**src/rtl/decoder_4by16_pending_if.sv**
```systemverilog
// ---------------------------------------------------------------------------
// decoder_4by16_pending_if
//
// Bundles the index handshake, the pending clear port and the decoded /
// pending status outputs of decoder_4by16_pending.
//
// Handshake (valid/ready): an index transfers on a rising clk edge where
// in_valid and in_ready are both 1. in_ready is derived from registered
// state only, so it never depends on in_valid or data_in. While in_valid is
// high and in_ready is low, the producer must hold data_in stable until
// the transfer happens.
//
// Signals:
//   in_valid     producer -> block   data_in carries an index
//   in_ready     block -> producer   block can accept an index
//   data_in      producer -> block   encoded index, 0..OUT_W-1
//   clr_en       consumer -> block   apply clr_mask this cycle
//   clr_mask     consumer -> block   pending bits to retire
//   onehot_out   block -> consumer   registered one-hot decode
//   onehot_valid block -> consumer   one-cycle pulse qualifying onehot_out
//   pending      block -> consumer   registered pending bitmap
//   pending_any  block -> consumer   OR of pending
//   pending_cnt  block -> consumer   popcount of pending, 0..OUT_W
//   dup          block -> consumer   accepted index was already pending
//
// Modports: master = producer/consumer side, slave = decoder side.
// ---------------------------------------------------------------------------
interface decoder_4by16_pending_if #(
    parameter int IN_W = 4
);
    localparam int OUT_W = 2 ** IN_W;

    logic             in_valid;
    logic             in_ready;
    logic [IN_W-1:0]  data_in;
    logic             clr_en;
    logic [OUT_W-1:0] clr_mask;
    logic [OUT_W-1:0] onehot_out;
    logic             onehot_valid;
    logic [OUT_W-1:0] pending;
    logic             pending_any;
    logic [IN_W:0]    pending_cnt;
    logic             dup;

    modport master (
        output in_valid,
        output data_in,
        output clr_en,
        output clr_mask,
        input  in_ready,
        input  onehot_out,
        input  onehot_valid,
        input  pending,
        input  pending_any,
        input  pending_cnt,
        input  dup
    );

    modport slave (
        input  in_valid,
        input  data_in,
        input  clr_en,
        input  clr_mask,
        output in_ready,
        output onehot_out,
        output onehot_valid,
        output pending,
        output pending_any,
        output pending_cnt,
        output dup
    );
endinterface

```
**src/rtl/decoder_4by16_pending.sv**
```systemverilog
// ---------------------------------------------------------------------------
// decoder_4by16_pending
//
// Decodes accepted IN_W-bit indices into a registered one-hot pulse and
// accumulates them into a pending bitmap that the downstream priority
// encoder uses as its request vector. The consumer retires serviced bits
// through clr_en/clr_mask.
//
// Ports:
//   clk    system clock, all state updates on the rising edge
//   rst_n  asynchronous active-low reset
//   bus    decoder_4by16_pending_if.slave (handshake, clear, status)
//
// State: the pending register (with its registered popcount) and a
// single decode stage (onehot/valid/dup). There is no other sequencing.
// ---------------------------------------------------------------------------
module decoder_4by16_pending #(
    parameter int IN_W = 4
) (
    input  logic                   clk,
    input  logic                   rst_n,
    decoder_4by16_pending_if.slave bus
);
    localparam int OUT_W = 2 ** IN_W;

    // Registered state
    logic [OUT_W-1:0] pending_q;
    logic [IN_W:0]    pending_cnt_q;
    logic [OUT_W-1:0] onehot_q;
    logic             onehot_valid_q;
    logic             dup_q;

    // Next-state terms
    logic             accept;
    logic [OUT_W-1:0] set_vec;
    logic [OUT_W-1:0] clr_vec;
    logic [OUT_W-1:0] pending_next;
    logic [IN_W:0]    pending_cnt_next;
    logic             dup_next;

    // Popcount sized IN_W+1 bits so a full bitmap (OUT_W) fits without wrap.
    function automatic logic [IN_W:0] popcount(input logic [OUT_W-1:0] v);
        logic [IN_W:0] c;
        c = '0;
        for (int i = 0; i < OUT_W; i++) begin
            c = c + {{IN_W{1'b0}}, v[i]};
        end
        return c;
    endfunction

    // Ready only while at least one pending bit is free; from registers only.
    assign bus.in_ready = ~(&pending_q);
    assign accept       = bus.in_valid & bus.in_ready;

    always_comb begin
        set_vec = '0;
        clr_vec = '0;
        if (accept) begin
            set_vec[bus.data_in] = 1'b1;
        end
        if (bus.clr_en) begin
            clr_vec = bus.clr_mask;
        end
    end

    // Clear is applied before set, so a same-cycle set/clear of one bit
    // leaves it set.
    assign pending_next     = (pending_q & ~clr_vec) | set_vec;
    assign pending_cnt_next = popcount(pending_next);

    // A duplicate is only reported when the bit stays pending through this
    // edge; if the consumer clears it in the same cycle the new accept is
    // a fresh request rather than a repeat.
    assign dup_next = accept & pending_q[bus.data_in] & ~clr_vec[bus.data_in];

    always_ff @(posedge clk or negedge rst_n) begin
        if (!rst_n) begin
            pending_q      <= '0;
            pending_cnt_q  <= '0;
            onehot_q       <= '0;
            onehot_valid_q <= 1'b0;
            dup_q          <= 1'b0;
        end else begin
            pending_q      <= pending_next;
            pending_cnt_q  <= pending_cnt_next;
            // set_vec is zero without an accept, so onehot_out idles at 0.
            onehot_q       <= set_vec;
            onehot_valid_q <= accept;
            dup_q          <= dup_next;
        end
    end

    assign bus.onehot_out   = onehot_q;
    assign bus.onehot_valid = onehot_valid_q;
    assign bus.pending      = pending_q;
    assign bus.pending_any  = |pending_q;
    assign bus.pending_cnt  = pending_cnt_q;
    assign bus.dup          = dup_q;

endmodule

```
**src/flat_wrapper.sv**
```systemverilog
// flat-port wrapper written by rule: the top's interface ports become plain ports
module decoder_4by16_pending_flat 
#(
    parameter int IN_W = 4
)
  (clk, rst_n, bus_in_valid, bus_data_in, bus_clr_en, bus_clr_mask, bus_in_ready, bus_onehot_out, bus_onehot_valid, bus_pending, bus_pending_any, bus_pending_cnt, bus_dup);
  decoder_4by16_pending_if #(.IN_W(IN_W)) bus_i ();
  input  logic clk;
  input  logic rst_n;
  input wire logic [$bits(bus_i.in_valid)-1:0] bus_in_valid;
  input wire logic [$bits(bus_i.data_in)-1:0] bus_data_in;
  input wire logic [$bits(bus_i.clr_en)-1:0] bus_clr_en;
  input wire logic [$bits(bus_i.clr_mask)-1:0] bus_clr_mask;
  output wire logic [$bits(bus_i.in_ready)-1:0] bus_in_ready;
  output wire logic [$bits(bus_i.onehot_out)-1:0] bus_onehot_out;
  output wire logic [$bits(bus_i.onehot_valid)-1:0] bus_onehot_valid;
  output wire logic [$bits(bus_i.pending)-1:0] bus_pending;
  output wire logic [$bits(bus_i.pending_any)-1:0] bus_pending_any;
  output wire logic [$bits(bus_i.pending_cnt)-1:0] bus_pending_cnt;
  output wire logic [$bits(bus_i.dup)-1:0] bus_dup;
  assign bus_i.in_valid = bus_in_valid;
  assign bus_i.data_in = bus_data_in;
  assign bus_i.clr_en = bus_clr_en;
  assign bus_i.clr_mask = bus_clr_mask;
  assign bus_in_ready = bus_i.in_ready;
  assign bus_onehot_out = bus_i.onehot_out;
  assign bus_onehot_valid = bus_i.onehot_valid;
  assign bus_pending = bus_i.pending;
  assign bus_pending_any = bus_i.pending_any;
  assign bus_pending_cnt = bus_i.pending_cnt;
  assign bus_dup = bus_i.dup;
  decoder_4by16_pending #(.IN_W(IN_W)) u_core (.clk(clk), .rst_n(rst_n), .bus(bus_i));
endmodule
```
**config.mk**
```make
export PLATFORM = sky130hd
export DESIGN_NAME = decoder_4by16_pending_flat
export DESIGN_NICKNAME = d
export VERILOG_FILES = /design/src/rtl/decoder_4by16_pending_if.sv /design/src/rtl/decoder_4by16_pending.sv /design/src/flat_wrapper.sv
export SDC_FILE = /design/constraint.sdc
export NUM_CORES = 1
export LEC_CHECK = 0
export BUFFER_PORTS_ARGS = -buffer_cell sky130_fd_sc_hd__buf_2
export CAP_MARGIN = 40
export CORE_UTILIZATION = 50
export CTS_CLUSTER_DIAMETER = 50
export DETAILED_ROUTE_END_ITERATION = 8
export PLACE_DENSITY = 0.8
export SLEW_MARGIN = 20
export SYNTH_ARGS = -nofsm -noshare
export SYNTH_HDL_FRONTEND = slang
export SYNTH_SLANG_ARGS = --single-unit
```
**constraint.sdc**
```tcl
create_clock -name clk -period 10.5 [get_ports clk]
set_input_delay 2.625 -clock clk [delete_from_list [all_inputs] [get_ports clk]]
set_output_delay 2.625 -clock clk [all_outputs]
set_load 0.01 [all_outputs]
```
### Word-level counts from Yosys, hierarchy flattened

Index checks and enable logic that the tools add are counted.
Widths: inputs -> output; s select.

| word-level totals | value |
|---|---|
| flip-flop bits (word level) | 39 |
| output and inout bits | 41 |

| operators by class | value |
|---|---|
| bitwise logic cells | 8 |
| reduce and logical (&&, ||, !) cells | 3 |
| add/sub/neg operators | 15 |
| $lt $le $gt $ge | 2 |
| multiplexer cells | 8 |

Operators with widths:

| cell | count |
|---|---|
| $add 5x1->5 | 14 |
| $mux 16 | 2 |
| $and 16x16->16 | 1 |
| $not 16->16 | 1 |
| $or 16x16->16 | 1 |
| $reduce_and 16->1 | 1 |
| $reduce_or 16->1 | 1 |
| $bmux 1 s4 | 2 |
| $lt 4x5->1 const B | 1 |
| $demux 1 s4 | 1 |
| $ge 4x1->1 const B | 1 |
| $and 1x1->1 | 3 |
| $mux 1 | 3 |
| $add 1x1->2 | 1 |
| $not 1->1 | 2 |
| $logic_and 1x1->1 | 1 |

### Longest topological paths before layout

Gate-level depths: netlist of run 1.

| logic depth | value |
|---|---|
| depth after elaboration | 21 |
| depth in mapped cells | 16 |
| gate-level depth less buffers | 15 |

### Worst setup path before layout of run 1

Ideal clock, no wire load.

| timing path | value |
|---|---|
| kind | input-to-reg |
| start point | in bus_data_in[1] |
| end point | reg u_core.pending_cnt_q[4] (netlist: u_core.bus.pending_cnt[4]) |
| data required time | 10.381 ns |
| library setup time | 0.119 ns |
| arrival | 6.841 ns |
| path slack | 3.540 ns |
| buffers on the path | 3 |
| stages | 16 |
| path through | buf_6 -> buf_2 -> nand2b_1 -> clkbuf_1 -> o2bb2ai_1 -> ha_1 -> fa_1 -> fa_1 -> fa_1 -> inv_1 -> fa_1 -> inv_1 -> fa_1 -> fa_1 -> a21oi_1 -> nor2b_1 |

| on the way | value |
|---|---|
| longest elaborated chain between the ends | 21 |

Ends and longest elaborated chain:

| item | line | RTL |
|---|---|---|
| start: declaration | flat_wrapper.sv:11 | `input wire logic [$bits(bus_i.data_in)-1:0] bus_data_in;` |
| $lt 4x5->1 (implied by the code) / $ge 4x1->1 (equally long branches) | decoder_4by16_pending.sv:59 | `set_vec[bus.data_in] = 1'b1;` |
| $logic_and 1x1->1 (implied by the code) | decoder_4by16_pending.sv:59 |  |
| $mux 1 (implied by the code) | decoder_4by16_pending.sv:59 |  |
| $demux 1 s4 (*) | - |  |
| $mux 16 (*) | decoder_4by16_pending.sv:58 | `if (accept) begin` |
| $or 16x16->16 (*) | decoder_4by16_pending.sv:68 | `assign pending_next = (pending_q & ~clr_vec) \| set_vec;` |
| via u_core.pending_next[1] | decoder_4by16_pending.sv:37 | `logic [OUT_W-1:0] pending_next;` |
| $add 1x1->2 (*) | decoder_4by16_pending.sv:46 | `c = c + {{IN_W{1'b0}}, v[i]};` |
| $add 5x1->5 (*) (14 in a row) | decoder_4by16_pending.sv:46 |  |
| via u_core.pending_cnt_next[4] | decoder_4by16_pending.sv:38 | `logic [IN_W:0] pending_cnt_next;` |
| end signal: assignment | decoder_4by16_pending.sv:85 | `pending_cnt_q <= pending_cnt_next;` |
| end: declaration | decoder_4by16_pending.sv:28 | `logic [IN_W:0] pending_cnt_q;` |

The timed path passes the listed nets; every way through them passes the cells marked *.

### Final worst setup path of run 1

| timing path | value |
|---|---|
| start point | in bus_in_valid |
| end point | reg u_core.pending_cnt_q[4] (netlist: u_core.bus.pending_cnt[4]) |

| on the way | value |
|---|---|
| longest elaborated chain between the ends | 18 |

Ends and longest elaborated chain:

| item | line | RTL |
|---|---|---|
| start: declaration | flat_wrapper.sv:10 | `input wire logic [$bits(bus_i.in_valid)-1:0] bus_in_valid;` |
| $and 1x1->1 | decoder_4by16_pending.sv:53 | `assign accept = bus.in_valid & bus.in_ready;` |
| $mux 16 | decoder_4by16_pending.sv:58 |  |
| $or 16x16->16 | decoder_4by16_pending.sv:68 |  |
| via u_core.pending_next[0] | decoder_4by16_pending.sv:37 |  |
| $add 1x1->2 | decoder_4by16_pending.sv:46 |  |
| $add 5x1->5 (14 in a row) | decoder_4by16_pending.sv:46 |  |
| via u_core.pending_cnt_next[4] | decoder_4by16_pending.sv:38 |  |

The timed path passes the listed nets, and every way through them passes these cells.

==> qor.csv, run 1 <==
metric;value;unit
clock tree buffer depth;2;
final setup violation count;0;
Post-DRT Antenna Nets;0;
RSZ-0062 raised after global routing;false;
Worst-Margin Slew;0.605;ns
post-synthesis register bit count;39;
Max IR drop VDD;0.0933;mV
syn_area_per_cell;11.6;um^2
largest net degree at the start of global routing;40;
hpwl dp;3680;um
Total Power;397;uW
Die Ht;66.4;um
failing checks;DRC;
worst hold start;u_core.bus.pending[9];
CTS resizes;0;
clock share of power;32.4;%
internal power;281;uW
global route overflow;0;
Hold Path Depth;1;
DR vias/cell;5.84;
synthesized cell area;2070;um^2
Rows;23;
Routed WL;5020;um
WS Path Type;input pin to flop;
crit path max fanout;8;
wire per inst;17.3;um
hold_buf cts;0;
final worst path period need;6.85;ns
max-slew violation count;0;
antenna cells;0;
Final WS setup;3.65;ns
Psw;116;uW
clock buffer count from CTS;5;
number of synthesized flops with an enable pin;0;
Comb pwr share;24.6;%
Critical R2R Capture;u_core.bus.pending_cnt[4];
Setup TNS;0;ns
vias in the first global route;1612;
most frequent cells in the layout;buf_2, dfrtp_1, nand2_1, nor2_1, o2bb2ai_1;
post-synthesis cell type count;35;
dpl ws;3.35;ns
first-pass GRT wire length;7900;um
initial DRC count;251;
Clock Latency Late Sink;0.29;ns
Area after DPL;2390;um^2
Sw Ratio;29.2;%
H-tree depth;2;
CP Capture Type;flop;
clk root buf;clkbuf_8;
chip width;66.4;um
CTS tree;built;
sequential area share after synthesis;47.1;%
status;finished, violations left;
Max-slew headroom;59.1;%
Final Cell Area;2540;um^2
Final Hold Fails;0;
Peak Freq;146;MHz
Area Growth Syn to Fin;22.5;%
postcts setup bufs;0;
Nets;278;
Worst Path Arrival;7.04;ns
Tcrit/Tclk final;65.3;%
CP Data Required Time;10.69;ns
first drt pass iteration count;6;
Final Hold Slack;0.602;ns
gpl congestion;0.945;
core area;4000;um^2
r2r startpoint;u_core.bus.pending[4];
share of layout cells above drive strength 1;33.3;%
Initial Util;51.8;%
Critical Path Start Type;input pin;
Gate Count Post-Synth;179;
I/O pins;65;
Worst Skew;0.00196;ns
Synth async-reset ratio;100;%
Leakage Power;1.33;nW
Sink Count;39;
# DRC;2;
Min-Delay Endpoint;u_core.bus.pending[9];
Worst-path clk slew;0.07;ns
depth of the worst register-to-register path;15;
Synth Net Count;218;
ys flop type;dfrtp_1;
initial antenna violation count;0;
PD cells;156;nW/um^2
synthesis warning total;0;
commonest non-fill, non-tap cell in the layout;buf_2;
sequential share of power;43.0;%
register-to-register path setup slack;5.06;ns
DIE AREA;4410;um^2
GRT Total Usage;25.2;%
maxcap violations;0;
hold crit path type;flop to flop;
routed vias;1693;
I/O Buffers;64;
## through the flow
step                cells  util [%]
finish                290      63.5
global route          290      63.5
CTS                   289      62.8
detailed placement    281      59.8
global placement      281      59.8
floorplan             179         -
## how the worst max path moves through the flow
stage,startpoint,to,slack (ns),cells past startpoint
6_report,bus_in_valid,u_core.bus.pending_cnt[4],3.65,15
5_1_grt,bus_in_valid,u_core.bus.pending_cnt[4],3.40,15
3_3_place_gp,bus_data_in[3],u_core.bus.pending_cnt[4],3.42,14
2_1_floorplan,bus_data_in[1],u_core.bus.pending_cnt[4],3.54,16
3_5_place_dp,bus_in_valid,u_core.bus.pending_cnt[4],3.35,15
4_1_cts,bus_in_valid,u_core.bus.pending_cnt[4],3.66,15
## cells by family after synthesis
family          synth area share (%)
simple gates                    13.2
flops                           47.1
compound gates                  12.1
fa+ha+maj                       12.7
buf+inv                         4.95
mux                             9.06
xor+xnor                       0.846
## power by group through the flow
stage          registers (mW)  clock network, mW  logic (mW)
2_1_floorplan           0.178                  0      0.0584
3_3_place_gp            0.173                  0      0.0952
3_5_place_dp            0.173                  0      0.0973
6_report                0.171              0.128      0.0977
4_1_cts                 0.170              0.131      0.0978
5_1_grt                 0.171              0.138       0.112
## sequential cells by signal, summed over array words and instances (netlist names)
| name | cells |
|---|---|
| u_core.bus.pending | 16 |
| u_core.bus.pending_cnt | 5 |
| u_core.bus.dup | 1 |
| u_core.bus.onehot_valid | 1 |
| u_core.bus.onehot_out | 16 |
## synthesized netlist by cell type (2+ instances only)
cell type,instances,area share [%]
clkbuf_1,6,1.1
dfrtp_1,39,47
or3_1,2,0.60
nor4_1,5,1.5
buf_2,3,0.72
mux4_2,4,4.3
ha_1,5,3.0
inv_1,11,2.0
nand4_1,5,1.5
nor2b_1,2,0.60
nand2_1,19,3.4
a2bb2oi_1,2,0.85
fa_1,10,9.7
nor2_1,17,3.1
o2bb2ai_1,17,7.2
a21oi_1,3,0.72
mux2i_1,6,2.9
nand2b_1,6,1.8
## layer usage
layer	share of wire, %	track usage, %	up-vias
met5	0	0	-
met4	2.3	13.0	0
met3	8.5	6.21	14
met2	49	38.5	102
met1	40	33.1	824
li1	-	-	753
## final cells by class
cell class / count / area, um^2
fillers: 319 / 1460
multi-input cells: 117 / 993
flip-flops and latches: 39 / 976
repair buffers: 65 / 348
clock buffers: 6 / 82.6
well taps: 50 / 62.6
inverters: 11 / 41.3
clock inverters: 2 / 35.0
## worst max-delay path: stages
cell	delay, ns
buf_2	0.10
o41ai_1	0.12
or3_1	0.48
o2bb2ai_1	0.24
ha_1	0.28
fa_1	0.49
fa_1	0.52
fa_1	0.54
inv_1	0.05
fa_1	0.49
inv_1	0.05
fa_1	0.46
fa_1	0.41
a21oi_1	0.14
nor2b_1	0.06
Power figures use the tool's default switching activity.
==> run 2: changes to the inputs <==
--- a/config.mk
+++ b/config.mk
@@ -7,10 +7,10 @@
 export LEC_CHECK = 0
 export BUFFER_PORTS_ARGS = -buffer_cell sky130_fd_sc_hd__buf_2
 export CAP_MARGIN = 40
-export CORE_UTILIZATION = 50
+export CORE_UTILIZATION = 46
 export CTS_CLUSTER_DIAMETER = 50
 export DETAILED_ROUTE_END_ITERATION = 8
-export PLACE_DENSITY = 0.8
+export PLACE_DENSITY = 0.78
 export SLEW_MARGIN = 20
 export SYNTH_ARGS = -nofsm -noshare
 export SYNTH_HDL_FRONTEND = slang
==> constraint.sdc (replaced) <==
create_clock -name clk -period 5.75 [get_ports clk]
set_input_delay 1.4375 -clock clk [delete_from_list [all_inputs] [get_ports clk]]
set_output_delay 1.4375 -clock clk [all_outputs]
set_load 0.01 [all_outputs]
==> qor.csv, run 2 (synthesis gave the netlist of run 1 again) <==
metric;value;unit
Worst Skew;0.0104;ns
GRT Total Usage;22.5;%
Setup TNS;0;ns
clock buffer count from CTS;5;
WS Path Type;input pin to flop;
status;completed;
Peak Freq;182;MHz
gpl congestion;0.913;
Leakage Power;1.39;nW
Most Used Layer, Global Route;met2;
largest net degree at the start of global routing;40;
Nets;291;
core area;4350;um^2
CTS tree;built;
share of layout cells above drive strength 1;37.2;%
vias in the first global route;1608;
routed vias;1715;
Worst-path clk slew;0.07;ns
Post-DRT Antenna Nets;0;
hold_buf cts;0;
Total Power;732;uW
maxcap violations;0;
final setup violation count;0;
wire per inst;16.4;um
clk root buf;clkbuf_8;
Sink Count;39;
hpwl dp;3930;um
H-tree depth;2;
commonest non-fill, non-tap cell in the layout;buf_2;
CTS resizes;0;
final worst path period need;5.50;ns
# placed instances;296;
I/O Buffers;64;
first drt pass iteration count;4;
CP Capture Type;flop;
# DRC;0;
initial DRC count;173;
chip width;69.1;um
Worst Path Arrival;5.69;ns
crit path max fanout;4;
postcts setup bufs;0;
CP Data Required Time;5.93;ns
hold crit path type;flop to flop;
Max IR drop VDD;0.138;mV
global route overflow;0;
DIE AREA;4780;um^2
Finished Core Util;60.7;%
Max-slew headroom;67.1;%
GR Util met1;29.1;%
Critical Path Start Type;input pin;
I/O pins;65;
Tcrit/Tclk final;95.7;%
initial antenna violation count;0;
Area Growth Syn to Fin;27.5;%
max-slew violation count;0;
Die Ht;69.1;um
most frequent cells in the layout;buf_2, dfrtp_1, nand2_1, nor2_1, o2bb2ai_1;
Initial Util;47.6;%
met2 Use GR;36.7;%
met3 usage;5.56;%
Worst-Margin Slew;0.489;ns
first-pass GRT wire length;8150;um
PD cells;277;nW/um^2
clock tree buffer depth;2;
Rows;24;
Final Hold Fails;0;
DR vias/cell;5.62;
Routed WL;4990;um
antenna cells;0;
RSZ-0062 raised after global routing;false;
fin cells;305;
Clock Latency Late Sink;0.30;ns
==> run 2: cell types whose count changed in the layout (fill, tap and decap cells not counted), sizes merged <==
cell	before	now
buf	65	78
==> run 2: area by class of cell <==
type	instances	area (um^2)
clock buffers	6	82.6
clock inverters	2	35.0
fillers	360	1710
inverters	11	41.3
multi-input cells	117	996
flip-flops and latches	39	976
well taps	52	65.1
repair buffers	78	445
==> run 2: per-layer routing <==
| metal | vias to the layer above | share of wire (%) | routed length [um] |
|---|---|---|---|
| met4 | 0 | 1.8 | 88 |
| met1 | 826 | 39 | 1960 |
| met3 | 10 | 8.2 | 408 |
| met2 | 100 | 51 | 2540 |
| li1 | 779 | - | - |
| met5 | - | 0 | 0 |
==> run 2: final timing paths <==
path / from / endpoint / slack (ns) / cells past startpoint
worst min register to register: u_core.bus.pending[9] / u_core.bus.pending[9] / 0.62 / 1
max in group asynchronous: rst_n / u_core.bus.pending[14] / 4.22 / 2
worst max register to register: u_core.bus.pending[4] / u_core.bus.pending_cnt[4] / 0.70 / 15
worst max-delay path: bus_in_valid / u_core.bus.pending_cnt[4] / 0.25 / 15
min in group asynchronous: rst_n / u_core.bus.onehot_out[1] / 1.07 / 1
worst min-delay path: u_core.bus.pending[9] / u_core.bus.pending[9] / 0.62 / 1
==> run 2: through the flow <==
stage,cell area (um^2),setup WS [ns],hold WS (ns)
2_1_floorplan,2080,0.0318,0.590
3_3_place_gp,2500,0.0229,0.579
3_5_place_dp,2500,-0.0547,0.589
4_1_cts,2610,0.257,0.602
5_1_grt,2640,0.0938,0.621
6_report,2640,0.248,0.620
==> run 2: power breakdown <==
group	internal (mW)	total, mW	switching [mW]	leakage, nW
logic	0.0827	0.187	0.104	0.800
registers	0.296	0.312	0.0155	0.528
clock network	0.140	0.233	0.0929	0.0612
total	0.519	0.732	0.213	1.39
==> run 2: critical path: stages <==
cell       delay [ns]
buf_2            0.09
o41ai_1          0.07
or3_1            0.41
o2bb2ai_1        0.24
ha_1             0.28
fa_1             0.48
fa_1             0.52
fa_1             0.55
inv_1            0.05
fa_1             0.49
inv_1            0.05
fa_1             0.45
fa_2             0.36
a21oi_1          0.13
nor2b_1          0.05
==> run 3: changes to the inputs <==
--- a/config.mk
+++ b/config.mk
@@ -5,9 +5,10 @@
 export SDC_FILE = /design/constraint.sdc
 export NUM_CORES = 1
 export LEC_CHECK = 0
+export ABC_AREA = 1
 export BUFFER_PORTS_ARGS = -buffer_cell sky130_fd_sc_hd__buf_2
 export CAP_MARGIN = 40
-export CORE_UTILIZATION = 46
+export CORE_UTILIZATION = 47
 export CTS_CLUSTER_DIAMETER = 50
 export DETAILED_ROUTE_END_ITERATION = 8
 export PLACE_DENSITY = 0.78
==> qor.csv, run 3 <==
metric;value;unit
PD cells;247;nW/um^2
gpl congestion;0.932;
Worst-path clk slew;0.07;ns
Area contributors post-synth;dfrtp_1, nand2_1, fa_1;
synthesized cell area;2220;um^2
FILL cells;424;
Critical Path Start Type;input pin;
max-slew violation count;0;
routed vias;2133;
Worst Skew;0.00320;ns
Slowest-stage cell, CP;fa_1;
wire per inst;14.6;um
Sink Count;39;
global route overflow;0;
WP buf/inv;3;
depth of the worst register-to-register path;18;
Final Cell Area;2840;um^2
DR vias/cell;5.01;
# DRC;6;
core area;4440;um^2
initial antenna violation count;0;
final setup violation count;0;
Area Growth Syn to Fin;27.9;%
Routed WL;6230;um
WS Path Type;input pin to flop;
postcts setup bufs;0;
Rows;24;
CTS resizes;0;
most frequent cells in the layout;nand2_1, buf_2, dfrtp_1, inv_1, nor2_1;
DIE AREA;5000;um^2
Cell Chain, Critical Path;buf_2, nor2_2, nand2_1, nor2_2, or2_1, ha_1, fa_1, fa_1, fa_1, inv_1, fa_1, inv_1, fa_1, fa_1, xor2_1;
sequential area share after synthesis;43.9;%
share of the synthesized area in the top cell type;43.9;%
Nets;412;
ys flop type;dfrtp_1;
CTS tree;built;
synthesis warning total;0;
clock buffer count from CTS;5;
Worst Setup EP;u_core.bus.pending_cnt[2];
Commonest cells post-synth;nand2_1, dfrtp_1, inv_1;
hold crit path type;flop to flop;
CP Capture Type;flop;
post-synthesis register bit count;39;
largest net degree at the start of global routing;22;
I/O Buffers;64;
Synth Net Count;324;
Max stage delay on crit path;0.56;ns
chip width;70.7;um
Post-DRT Antenna Nets;0;
Max-slew headroom;60.2;%
Initial Util;50.0;%
Gate Count Post-Synth;285;
hpwl dp;5070;um
number of synthesized flops with an enable pin;0;
Tcrit/Tclk final;95.5;%
Worst-Margin Slew;0.590;ns
Critical R2R Capture;u_core.bus.pending_cnt[2];
clock tree buffer depth;2;
I/O pins;65;
CP most frequent cell;fa_1;
CP Data Required Time;5.93;ns
register-to-register path setup slack;0.68;ns
FF/Latch Area;976;um^2
Final Hold Fails;0;
RSZ-0062 raised after global routing;false;
maxcap violations;0;
delay-heaviest family, CP;adder cells;
H-tree depth;2;
Synth async-reset ratio;100;%
antenna cells;0;
status;finished, violations left;
commonest non-fill, non-tap cell in the layout;nand2_1;
Leakage Power;1.67;nW
multi-input logic area;1040;um^2
final worst path period need;5.49;ns
failing checks;DRC;
Worst Path Arrival;5.67;ns
clk root buf;clkbuf_8;
post-synthesis cell type count;24;
hold_buf cts;0;
syn_area_per_cell;7.79;um^2
worst setup path start;bus_data_in[3];
Total Power;702;uW
first-pass GRT wire length;10400;um
GRT Total Usage;27.7;%
cell taking the most area after synthesis;dfrtp_1;
share of layout cells above drive strength 1;28.3;%
crit path max fanout;4;
most common cell in the synthesized netlist;nand2_1;
Die Ht;70.7;um
Area after DPL;2760;um^2
Peak Freq;182;MHz
initial DRC count;161;
r2r startpoint;u_core.bus.pending[2];
first drt pass iteration count;7;
vias in the first global route;2173;
Clock Latency Late Sink;0.29;ns
critical path depth;15;
Max IR drop VDD;0.181;mV
## run 3: cell count changes after synthesis, sizes merged, moves of 6 or more
cell	before	now
clkbuf	7	0
inv	11	43
mux2i	6	0
nand2	19	107
nand2b	6	0
nor2	17	36
o21ai	0	15
o2bb2ai	17	0
## run 3: worst register-to-register path: cells and delay by family (launching register included)
kind	cells	cell delay (ns)
XOR/XNOR	1	0.17
adder cells (fa/ha/maj)	7	3.31
buffers and inverters	3	0.18
flip-flops	1	0.44
AND/OR/NAND/NOR	7	0.89
## run 3: report_power, final
| group | switching [mW] | total [mW] | internal [mW] |
|---|---|---|---|
| logic | 0.127 | 0.213 | 0.0858 |
| registers | 0.0132 | 0.309 | 0.296 |
| clock network | 0.0947 | 0.180 | 0.0852 |
## run 3: per-layer routing
metal  vias to the layer above  GRT usage [%]  part of all wire, %
met5                         -              0                    0
met4                         0           8.89                  2.0
met3                        13           5.56                  7.9
met2                        93           44.6                   48
met1                       988           38.1                   42
li1                       1039              -                    -
## run 3: worst min-delay path by stage
stage | start | end | slack [ns] | cells past startpoint
global route | u_core.bus.pending[9] | u_core.bus.pending[9] | 0.65 | 2
CTS | u_core.bus.pending[9] | u_core.bus.pending[9] | 0.63 | 2
detailed placement | u_core.bus.pending[9] | u_core.bus.pending[9] | 0.61 | 2
finish | u_core.bus.pending[9] | u_core.bus.pending[9] | 0.62 | 2
global placement | u_core.bus.pending[9] | u_core.bus.pending[9] | 0.58 | 2
floorplan | u_core.bus.pending[9] | u_core.bus.pending[9] | 0.58 | 2
## run 3: cells by family after synthesis
group	after synthesis	share of synthesized area (%)
compound gates	23	5.63
xor+xnor	2	0.789
fa+ha+maj	15	11.8
buf+inv	50	9.46
flops	39	43.9
simple gates	156	28.3
## run 3: metrics by stage
| stage | util [%] | instances | setup TNS (ns) | hold WS (ns) | worst slack, ns |
|---|---|---|---|---|---|
| after floorplan | - | 285 | 0 | 0.585 | 0.121 |
| after global placement | 61.4 | 417 | 0 | 0.577 | 0.0323 |
| after detailed placement | 62.0 | 418 | -0.151 | 0.610 | -0.0854 |
| after CTS | 63.9 | 426 | 0 | 0.629 | 0.168 |
| after global routing | 63.9 | 426 | 0 | 0.650 | 0.0385 |
| final | 63.9 | 426 | 0 | 0.619 | 0.256 |
## run 3: layout make-up
| class | count | share of cell area, % |
|---|---|---|
| clock buffer | 7 | 2.69 |
| clock inverter | 1 | 0.176 |
| inverter | 43 | 5.68 |
| multi-input combinational | 196 | 36.5 |
| sequential | 39 | 34.3 |
| tap | 52 | 2.29 |
| timing repair buffer | 88 | 18.3 |
